### config.mk
export PLATFORM = sky130hd
export DESIGN_NAME = timed_event_player
export DESIGN_NICKNAME = d
export VERILOG_FILES = /design/src/rtl/timed_event_pkg.sv /design/src/rtl/timed_event_player.sv
export SDC_FILE = /design/constraint.sdc
export NUM_CORES = 1
export LEC_CHECK = 0
export BUFFER_PORTS_ARGS = -buffer_cell sky130_fd_sc_hd__buf_4
export CAP_MARGIN = 15
export CORE_ASPECT_RATIO = 1.25
export CORE_MARGIN = 1
export CORE_UTILIZATION = 25
export DETAILED_ROUTE_END_ITERATION = 10
export PLACE_DENSITY_LB_ADDON = 0.08
export SYNTH_ARGS = -nofsm -noshare
export SYNTH_HDL_FRONTEND = slang
export SYNTH_SLANG_ARGS = --single-unit
### constraint.sdc
create_clock -name clk -period 3.69 [get_ports clk]
set_input_delay 0.369 -clock clk [delete_from_list [all_inputs] [get_ports clk]]
set_output_delay 0.369 -clock clk [all_outputs]
set_load 0.02 [all_outputs]
### src/rtl/timed_event_pkg.sv
// Shared types and default widths for the timed event player and the
// system timestamp counter it consumes.
package timed_event_pkg;

  typedef enum logic {
    IDLE = 1'b0,
    WAIT = 1'b1
  } state_t;

  localparam int DEF_TIME_WIDTH = 128;
  localparam int DEF_DATA_WIDTH = 32;
  localparam int DEF_CNT_WIDTH  = 32;

endpackage

### src/rtl/timed_event_player.sv
// Holds one (time, data) event and drives its payload onto a registered
// output with a one-cycle strobe once the system timestamp reaches it.
module timed_event_player
  import timed_event_pkg::*;
#(
  parameter int TIME_WIDTH = DEF_TIME_WIDTH,
  parameter int DATA_WIDTH = DEF_DATA_WIDTH,
  parameter int CNT_WIDTH  = DEF_CNT_WIDTH
) (
  input  logic                  clk,
  input  logic                  reset,
  input  logic [TIME_WIDTH-1:0] now,
  input  logic                  run,
  input  logic                  clear_late,
  input  logic                  evt_valid,
  output logic                  evt_ready,
  input  logic [TIME_WIDTH-1:0] evt_time,
  input  logic [DATA_WIDTH-1:0] evt_data,
  output logic [DATA_WIDTH-1:0] out_data,
  output logic                  out_strobe,
  output logic                  late,
  output logic                  busy,
  output logic [CNT_WIDTH-1:0]  fired_count
);

  state_t                state_q, state_d;
  logic [TIME_WIDTH-1:0] t_hold_q;
  logic [DATA_WIDTH-1:0] d_hold_q;
  logic [DATA_WIDTH-1:0] out_data_q;
  logic                  strobe_q;
  logic                  late_q;
  logic [CNT_WIDTH-1:0]  cnt_q;

  logic accept, fire, fire_late;

  assign accept    = evt_valid && evt_ready;
  // ">=" rather than "==" so an event whose time slipped by (pause,
  // back-to-back, already past) still fires instead of waiting a full wrap.
  assign fire      = (state_q == WAIT) && run && (now >= t_hold_q);
  assign fire_late = fire && (now != t_hold_q);

  always_ff @(posedge clk) begin
    if (reset) state_q <= IDLE;
    else       state_q <= state_d;
  end

  always_comb begin
    state_d = state_q;
    case (state_q)
      IDLE:    if (accept) state_d = WAIT;
      WAIT:    if (fire)   state_d = IDLE;
      default: state_d = IDLE;
    endcase
  end

  always_comb begin
    evt_ready = (state_q == IDLE) && run;
    busy      = (state_q == WAIT);
  end

  always_ff @(posedge clk) begin
    if (reset) begin
      t_hold_q   <= '0;
      d_hold_q   <= '0;
      out_data_q <= '0;
      strobe_q   <= 1'b0;
      late_q     <= 1'b0;
      cnt_q      <= '0;
    end else begin
      strobe_q <= fire;
      if (accept) begin
        t_hold_q <= evt_time;
        d_hold_q <= evt_data;
      end
      if (fire) begin
        out_data_q <= d_hold_q;
        cnt_q      <= cnt_q + CNT_WIDTH'(1);
      end
      // A late fire in the same cycle as a clear leaves the flag set.
      if (fire_late)       late_q <= 1'b1;
      else if (clear_late) late_q <= 1'b0;
    end
  end

  assign out_data    = out_data_q;
  assign out_strobe  = strobe_q;
  assign late        = late_q;
  assign fired_count = cnt_q;

endmodule

==> qor.txt, run 1 <==
DR pass1 iterations - 4
post-synthesis compound-gate area fraction - 0.159
initial core utilization - 0.253
Global Route Usage Sum - 0.162
area of the multi-input gates - 6280 sq um
mapped cell area - 11700 sq um
number of H-tree levels - 1
TNS Setup - 0 ns
largest family of logic cells by synthesized area - simple AND/OR/NAND/NOR gates
adder-cell share of the synthesized area - 0.138
Slew Limit Fails - 0
CP max-delay cell - or4_1
unrepaired setup endpoints after global routing - no
Post-Route WL - 39300 um
syn_nets - 1896
flop2flop setup slack - 0.31 ns
clock latency reported for the late side of the worst-skew pair - 0.57 ns
worst-case clock buffer depth - 3
synthesized area per cell - 7.93 sq um
Total Power - 6.31 mW
synthesized instance count - 1474
GP Congestion - 0.803
TritonCTS clock tree - yes
clock sink count - 227
postcts setup bufs - 0
fillers - 4922
most common flop cell mapped by yosys - dfxtp_1
unique cell type count in the Yosys netlist - 64
worst-path cell chain - inv_1 > ha_1 > nand4_1 > nor4_1 > buf_4 > a21bo_2 > a31oi_1 > o41a_1 > o31ai_4 > buf_12 > or4_1 > a21oi_1
final period utilization - 0.917
Post-DP HPWL - 28900 um
R2R cell count - 12
HP Start - evt_data[8]
vias in the first global route - 11000
Hold Violations, Final - 0
status - finished clean
Synth async-reset ratio - 0
Die H - 244 um
top-count cell post-synth - nand2_1
global-route wire length before repair - 60800 um
simple-gate share of the synthesized area - 0.208
fmax - 0.296 GHz
FF-to-FF End - fired_count[5]
fin crit period - 3.38 ns
crit path from - t_hold_q[11]
IO Pins - 361
Yosys warning count - 0
Core Rows - 88
reg2reg start - t_hold_q[11]
die footprint - 47600 sq um
share of layout cells above drive strength 1 - 0.248
routed vias/inst - 4.54
Worst EP arrival - 3.87 ns
Critical Path Source Type - flip-flop
pwr dens - 395 nW/um^2
die width - 195 um
area fraction of the dominant cell type after synthesis - 0.389
final antenna-violating net count - 0
TritonCTS Buffers - 29
area growth from synthesis to layout - 36.8%
critical path required time - 4.18 ns
core area - 46100 sq um
hold_buf cts - 0
DR vias - 11000
worst hold slack - 0.0463 ns
worst setup path end - fired_count[5]
Hold Path Class - in -> reg
I/O Buffers - 360
average wire per standard cell - 16.2 um
GRT overflow - 0
post-synthesis xor/xnor area fraction - 0.00150
Worst VDD drop - 298 uV
drt initial violations - 343
initial antenna violation count - 4
pin count of the biggest net entering global routing - 161
post-CTS sizing - 0
register area - 4540 sq um
Worst-path clk slew - 0.06 ns
final setup vio count - 0
Seq/Total Area, Yosys - 0.389
NumNets Final - 2239
Post-synth EDFFs - 0
actual slew at the worst max-slew pin - 1.05 ns
drc violations - 0
Root Driver - clkbuf_16
area leader, netlist - dfxtp_1
Relative slew margins - 0.301
Yosys reg bits - 227
Max Cap Violations - 0
clock skew - 0.0212 ns
critical path's largest stage delay - 0.52 ns
critical setup path kind - reg -> reg
synth top area cells - dfxtp_1, ha_1, nand2_1, a21oi_1, inv_1
Crit. End Element - flip-flop
Lkg Pwr - 6.81 nW
synth cell count leaders - nand2_1, a21oi_1, dfxtp_1, inv_1, ha_1
worst-path fanout max - 32
post-synthesis mux area share - 0.0292
==> critical path, delay by kind of cell, from the launching register on <==
kind | cells | cell delay, ns
adder cells (fa/ha/maj) | 1 | 0.31
buffers and inverters | 3 | 0.44
AND/OR/NAND/NOR | 3 | 1.13
flip-flops | 1 | 0.32
AO/OA/AOI/OAI | 5 | 1.08
==> worst min path at each step <==
stage | end | depth (start not counted)
floorplan | d_hold_q[0] | 2
global placement | d_hold_q[9] | 2
detailed placement | d_hold_q[21] | 2
CTS | t_hold_q[37] | 3
global route | t_hold_q[38] | 3
finish | d_hold_q[8] | 3
==> state kept, by name (all words and copies together) (netlist names) <==
name         flops
late             1
fired_count     32
d_hold_q        32
t_hold_q       128
out_data        32
busy             1
out_strobe       1
==> placed cells by master, fill, tap and decap left out, types with 3 or more instances in the layout <==
cell type	instances
nor2_1	49
clkinv_2	6
or3_1	5
a31o_2	8
nand2_1	361
inv_1	151
nand4b_1	4
buf_4	376
a221oi_1	5
a21oi_1	237
clkbuf_1	5
and3_1	3
diode_2	4
o31ai_1	4
nand2b_1	4
o21ai_1	5
or4_1	4
a21o_1	16
nor2b_1	3
nand4_1	43
dfxtp_1	227
nor4_4	4
clkbuf_16	29
mux2i_1	33
nor3_1	9
ha_1	129
and4_1	6
nand3_1	21
nor4_1	6
buf_12	4
clkbuf_8	8
and2_1	5
o21ai_0	23
nand4_2	3
==> metrics by stage <==
step	setup slack, ns	instance area [sq um]	utilization	cells
CTS	0.158	16000	0.346	2422
detailed placement	0.0185	15000	0.326	2371
global placement	0.0347	15000	0.326	2371
global route	0.00112	16000	0.347	2424
finish	0.308	16000	0.347	2426
floorplan	0.864	11700	-	1474
==> per-layer routing <==
layer / vias to the layer above / GRT usage / wire, um / part of all wire
met3: 42 / 0.0527 / 3230 / 0.082
met2: 265 / 0.289 / 19600 / 0.50
met4: 4 / 0.0403 / 623 / 0.016
li1: 5677 / - / - / -
met5: - / 0 / 25 / 0.00064
met1: 5017 / 0.183 / 15900 / 0.40
==> cells by family after synthesis <==
kind of cell | after synthesis
multiplexers | 34
flip-flops | 227
buffers and inverters | 220
AO/OA/AOI/OAI | 324
AND/OR/NAND/NOR | 538
XOR/XNOR | 2
adder cells (fa/ha/maj) | 129
==> where the power goes <==
group	switching, mW	total (mW)	internal (mW)
sequential	0.0421	2.58	2.54
combinational	0.433	0.861	0.428
clock	1.14	2.87	1.73
total	1.62	6.31	4.70
==> final cells by class <==
class,count,share of cell area
Tap cell,585,0.0457
Clock buffer,42,0.0534
Multi-Input combinational cell,1027,0.392
Inverter,151,0.0354
Antenna cell,4,0.000626
Sequential cell,227,0.284
Timing Repair Buffer,381,0.182
Clock inverter,9,0.00618
Note: power is estimated with default switching activity, not from simulation.
==> inputs of run 2 (changes only) <==
--- a/config.mk
+++ b/config.mk
@@ -7,7 +7,6 @@
 export LEC_CHECK = 0
 export BUFFER_PORTS_ARGS = -buffer_cell sky130_fd_sc_hd__buf_4
 export CAP_MARGIN = 15
-export CORE_ASPECT_RATIO = 1.25
 export CORE_MARGIN = 1
 export CORE_UTILIZATION = 25
 export DETAILED_ROUTE_END_ITERATION = 10
==> run 2 against run 1 <==
Net effect:
- first-iteration DRC count increased by 36%
- fmax increased by 0.51%
- clock skew decreased by 0.0032 ns
- worst setup slack improved by 0.017 ns
==> qor.txt, run 2 (same netlist as run 1, synthesis figures left out) <==
final instance area - 16000 sq um (about the same)
hold_buf cts - 0 (unchanged)
NumNets Final - 2238 (was 2239)
Hold Violations, Final - 0 (unchanged)
clock latency reported for the late side of the worst-skew pair - 0.56 ns (was 0.57 ns)
I/O Buffers - 360 (unchanged)
DR pass1 iterations - 4 (unchanged)
initial core utilization - 0.255 (was 0.253)
area growth from synthesis to layout - 36.9% (was 36.8%)
Post-DP HPWL - 30000 um (was 28900 um)
IO Pins - 361 (unchanged)
actual slew at the worst max-slew pin - 1.18 ns (was 1.05 ns)
CP max-delay cell - or4_4 (was or4_1)
Logic pwr share - 0.137 (was 0.136)
Biggest register - t_hold_q (unchanged)
drc violations - 0 (unchanged)
Total Power - 6.31 mW (about the same)
initial antenna violation count - 4 (unchanged)
Worst EP arrival - 3.77 ns (was 3.87 ns)
fillers - 4921 (was 4922)
die width - 218 um (was 195 um)
Relative slew margins - 0.211 (was 0.301)
routed vias/inst - 4.48 (was 4.54)
Core Rows - 78 (was 88)
vias in the first global route - 10800 (was 11000)
Lkg Pwr - 6.80 nW (was 6.81 nW)
TritonCTS clock tree - yes (unchanged)
critical path's largest stage delay - 0.59 ns (was 0.52 ns)
global-route wire length before repair - 61600 um (was 60800 um)
Die H - 218 um (was 244 um)
Critical Path Source Type - flip-flop (unchanged)
status - finished clean (unchanged)
clock skew - 0.0181 ns (was 0.0212 ns)
switching fraction of total power - 0.261 (was 0.256)
final antenna-violating net count - 0 (unchanged)
core area - 45800 sq um (was 46100 sq um)
TritonCTS Buffers - 29 (unchanged)
critical path required time - 4.10 ns (was 4.18 ns)
Post-Route WL - 40300 um (was 39300 um)
worst-path fanout max - 32 (unchanged)
WP buf/inv - 2 (was 3)
Util after Layout - 0.350 (was 0.347)
fmax - 0.297 GHz (was 0.296 GHz)
CP top delay family - compound AO/OA/AOI/OAI gates (was simple AND/OR/NAND/NOR gates)
Clock Power Share - 0.455 (about the same)
post-CTS sizing - 0 (unchanged)
average wire per standard cell - 16.5 um (was 16.2 um)
Worst-path clk slew - 0.07 ns (was 0.06 ns)
Net Sw Power - 1.65 mW (was 1.62 mW)
worst-case clock buffer depth - 3 (unchanged)
GP Congestion - 0.846 (was 0.803)
share of layout cells above drive strength 1 - 0.249 (was 0.248)
commonest non-fill, non-tap cells in the layout - buf_4, nand2_1, a21oi_1, dfxtp_1, inv_1 (unchanged)
clock sink count - 227 (unchanged)
die footprint - 47600 sq um (about the same)
Root Driver - clkbuf_16 (unchanged)
pwr dens - 394 nW/um^2 (was 395 nW/um^2)
drt initial violations - 466 (was 343)
final period utilization - 0.912 (was 0.917)
postcts setup bufs - 0 (unchanged)
unrepaired setup endpoints after global routing - no (unchanged)
leading cell type in the layout, fill and taps excluded - buf_4 (unchanged)
GRT overflow - 0 (unchanged)
Hold Path Class - in -> reg (unchanged)
Worst VDD drop - 340 uV (was 298 uV)
Antenna Cells - 0 (was 4)
Crit. End Element - flip-flop (unchanged)
worst-path cell chain - inv_1 > ha_1 > a21oi_1 > o21ai_0 > a221oi_1 > o22ai_1 > or4_4 > o31ai_4 > buf_12 > mux2i_1 > nor2_1 (was inv_1 > ha_1 > nand4_1 > nor4_1 > buf_4 > a21bo_2 > a31oi_1 > o41a_1 > o31ai_4 > buf_12 > or4_1 > a21oi_1)
share of power burned in registers - 0.409 (about the same)
DR vias - 10900 (was 11000)
internal power - 4.67 mW (was 4.70 mW)
TNS Setup - 0 ns (unchanged)
final setup vio count - 0 (unchanged)
Global Route Usage Sum - 0.166 (was 0.162)
max reg flops - 128 (unchanged)
Max Cap Violations - 0 (unchanged)
number of H-tree levels - 1 (unchanged)
fin crit period - 3.36 ns (was 3.38 ns)
Placed Area - 15000 sq um (about the same)
critical setup path kind - reg -> reg (unchanged)
pin count of the biggest net entering global routing - 156 (was 161)
Slew Limit Fails - 0 (unchanged)
==> run 2: final timing paths <==
path	endpoint	slack [ns]	depth (start not counted)	start
hold / removal	t_hold_q[108]	0.05	3	evt_time[108]
setup reg to reg	out_data[24]	0.33	11	t_hold_q[99]
hold reg to reg	d_hold_q[17]	0.45	2	d_hold_q[17]
setup / recovery	out_data[24]	0.33	11	t_hold_q[99]
==> run 2: per-layer routing <==
layer	part of all wire	wire (um)	track usage
met1	0.44	17800	0.207
met5	0.0013	54	0
met3	0.062	2510	0.0444
met2	0.47	19000	0.283
met4	0.022	872	0.0375
==> run 2: cell type report <==
class	count	area, sq um	share of cell area
Multi-Input combinational cell	1027	6270	0.392
Sequential cell	227	4540	0.284
Timing Repair Buffer	380	2910	0.182
Clock buffer	39	823	0.0515
Tap cell	600	751	0.0469
Inverter	151	567	0.0354
Clock inverter	14	135	0.00844
==> run 2: worst reg2reg max path: stages, from the launching register on <==
cell      delay (ns)
dfxtp_1         0.33
inv_1           0.04
ha_1            0.30
a21oi_1         0.14
o21ai_0         0.14
a221oi_1        0.36
o22ai_1         0.26
or4_4           0.59
o31ai_4         0.44
buf_12          0.30
mux2i_1         0.27
nor2_1          0.05
==> run 2: power by group through the flow <==
stage / sequential (mW) / clock (mW) / combinational (mW)
after floorplan: 2.63 / 0 / 0.460
after global placement: 2.63 / 0 / 0.868
after detailed placement: 2.64 / 0 / 0.881
after CTS: 2.58 / 2.99 / 0.884
after global routing: 2.59 / 3.07 / 0.988
final: 2.58 / 2.87 / 0.862
==> run 2: through the flow <==
step                worst slack, ns  instances  hold slack, ns
floorplan                     0.864       1474           0.436
global placement              0.190       2385           0.442
detailed placement            0.145       2385           0.446
CTS                           0.274       2438          0.0125
global route                 0.0734       2438          0.0360
finish                        0.325       2438          0.0527
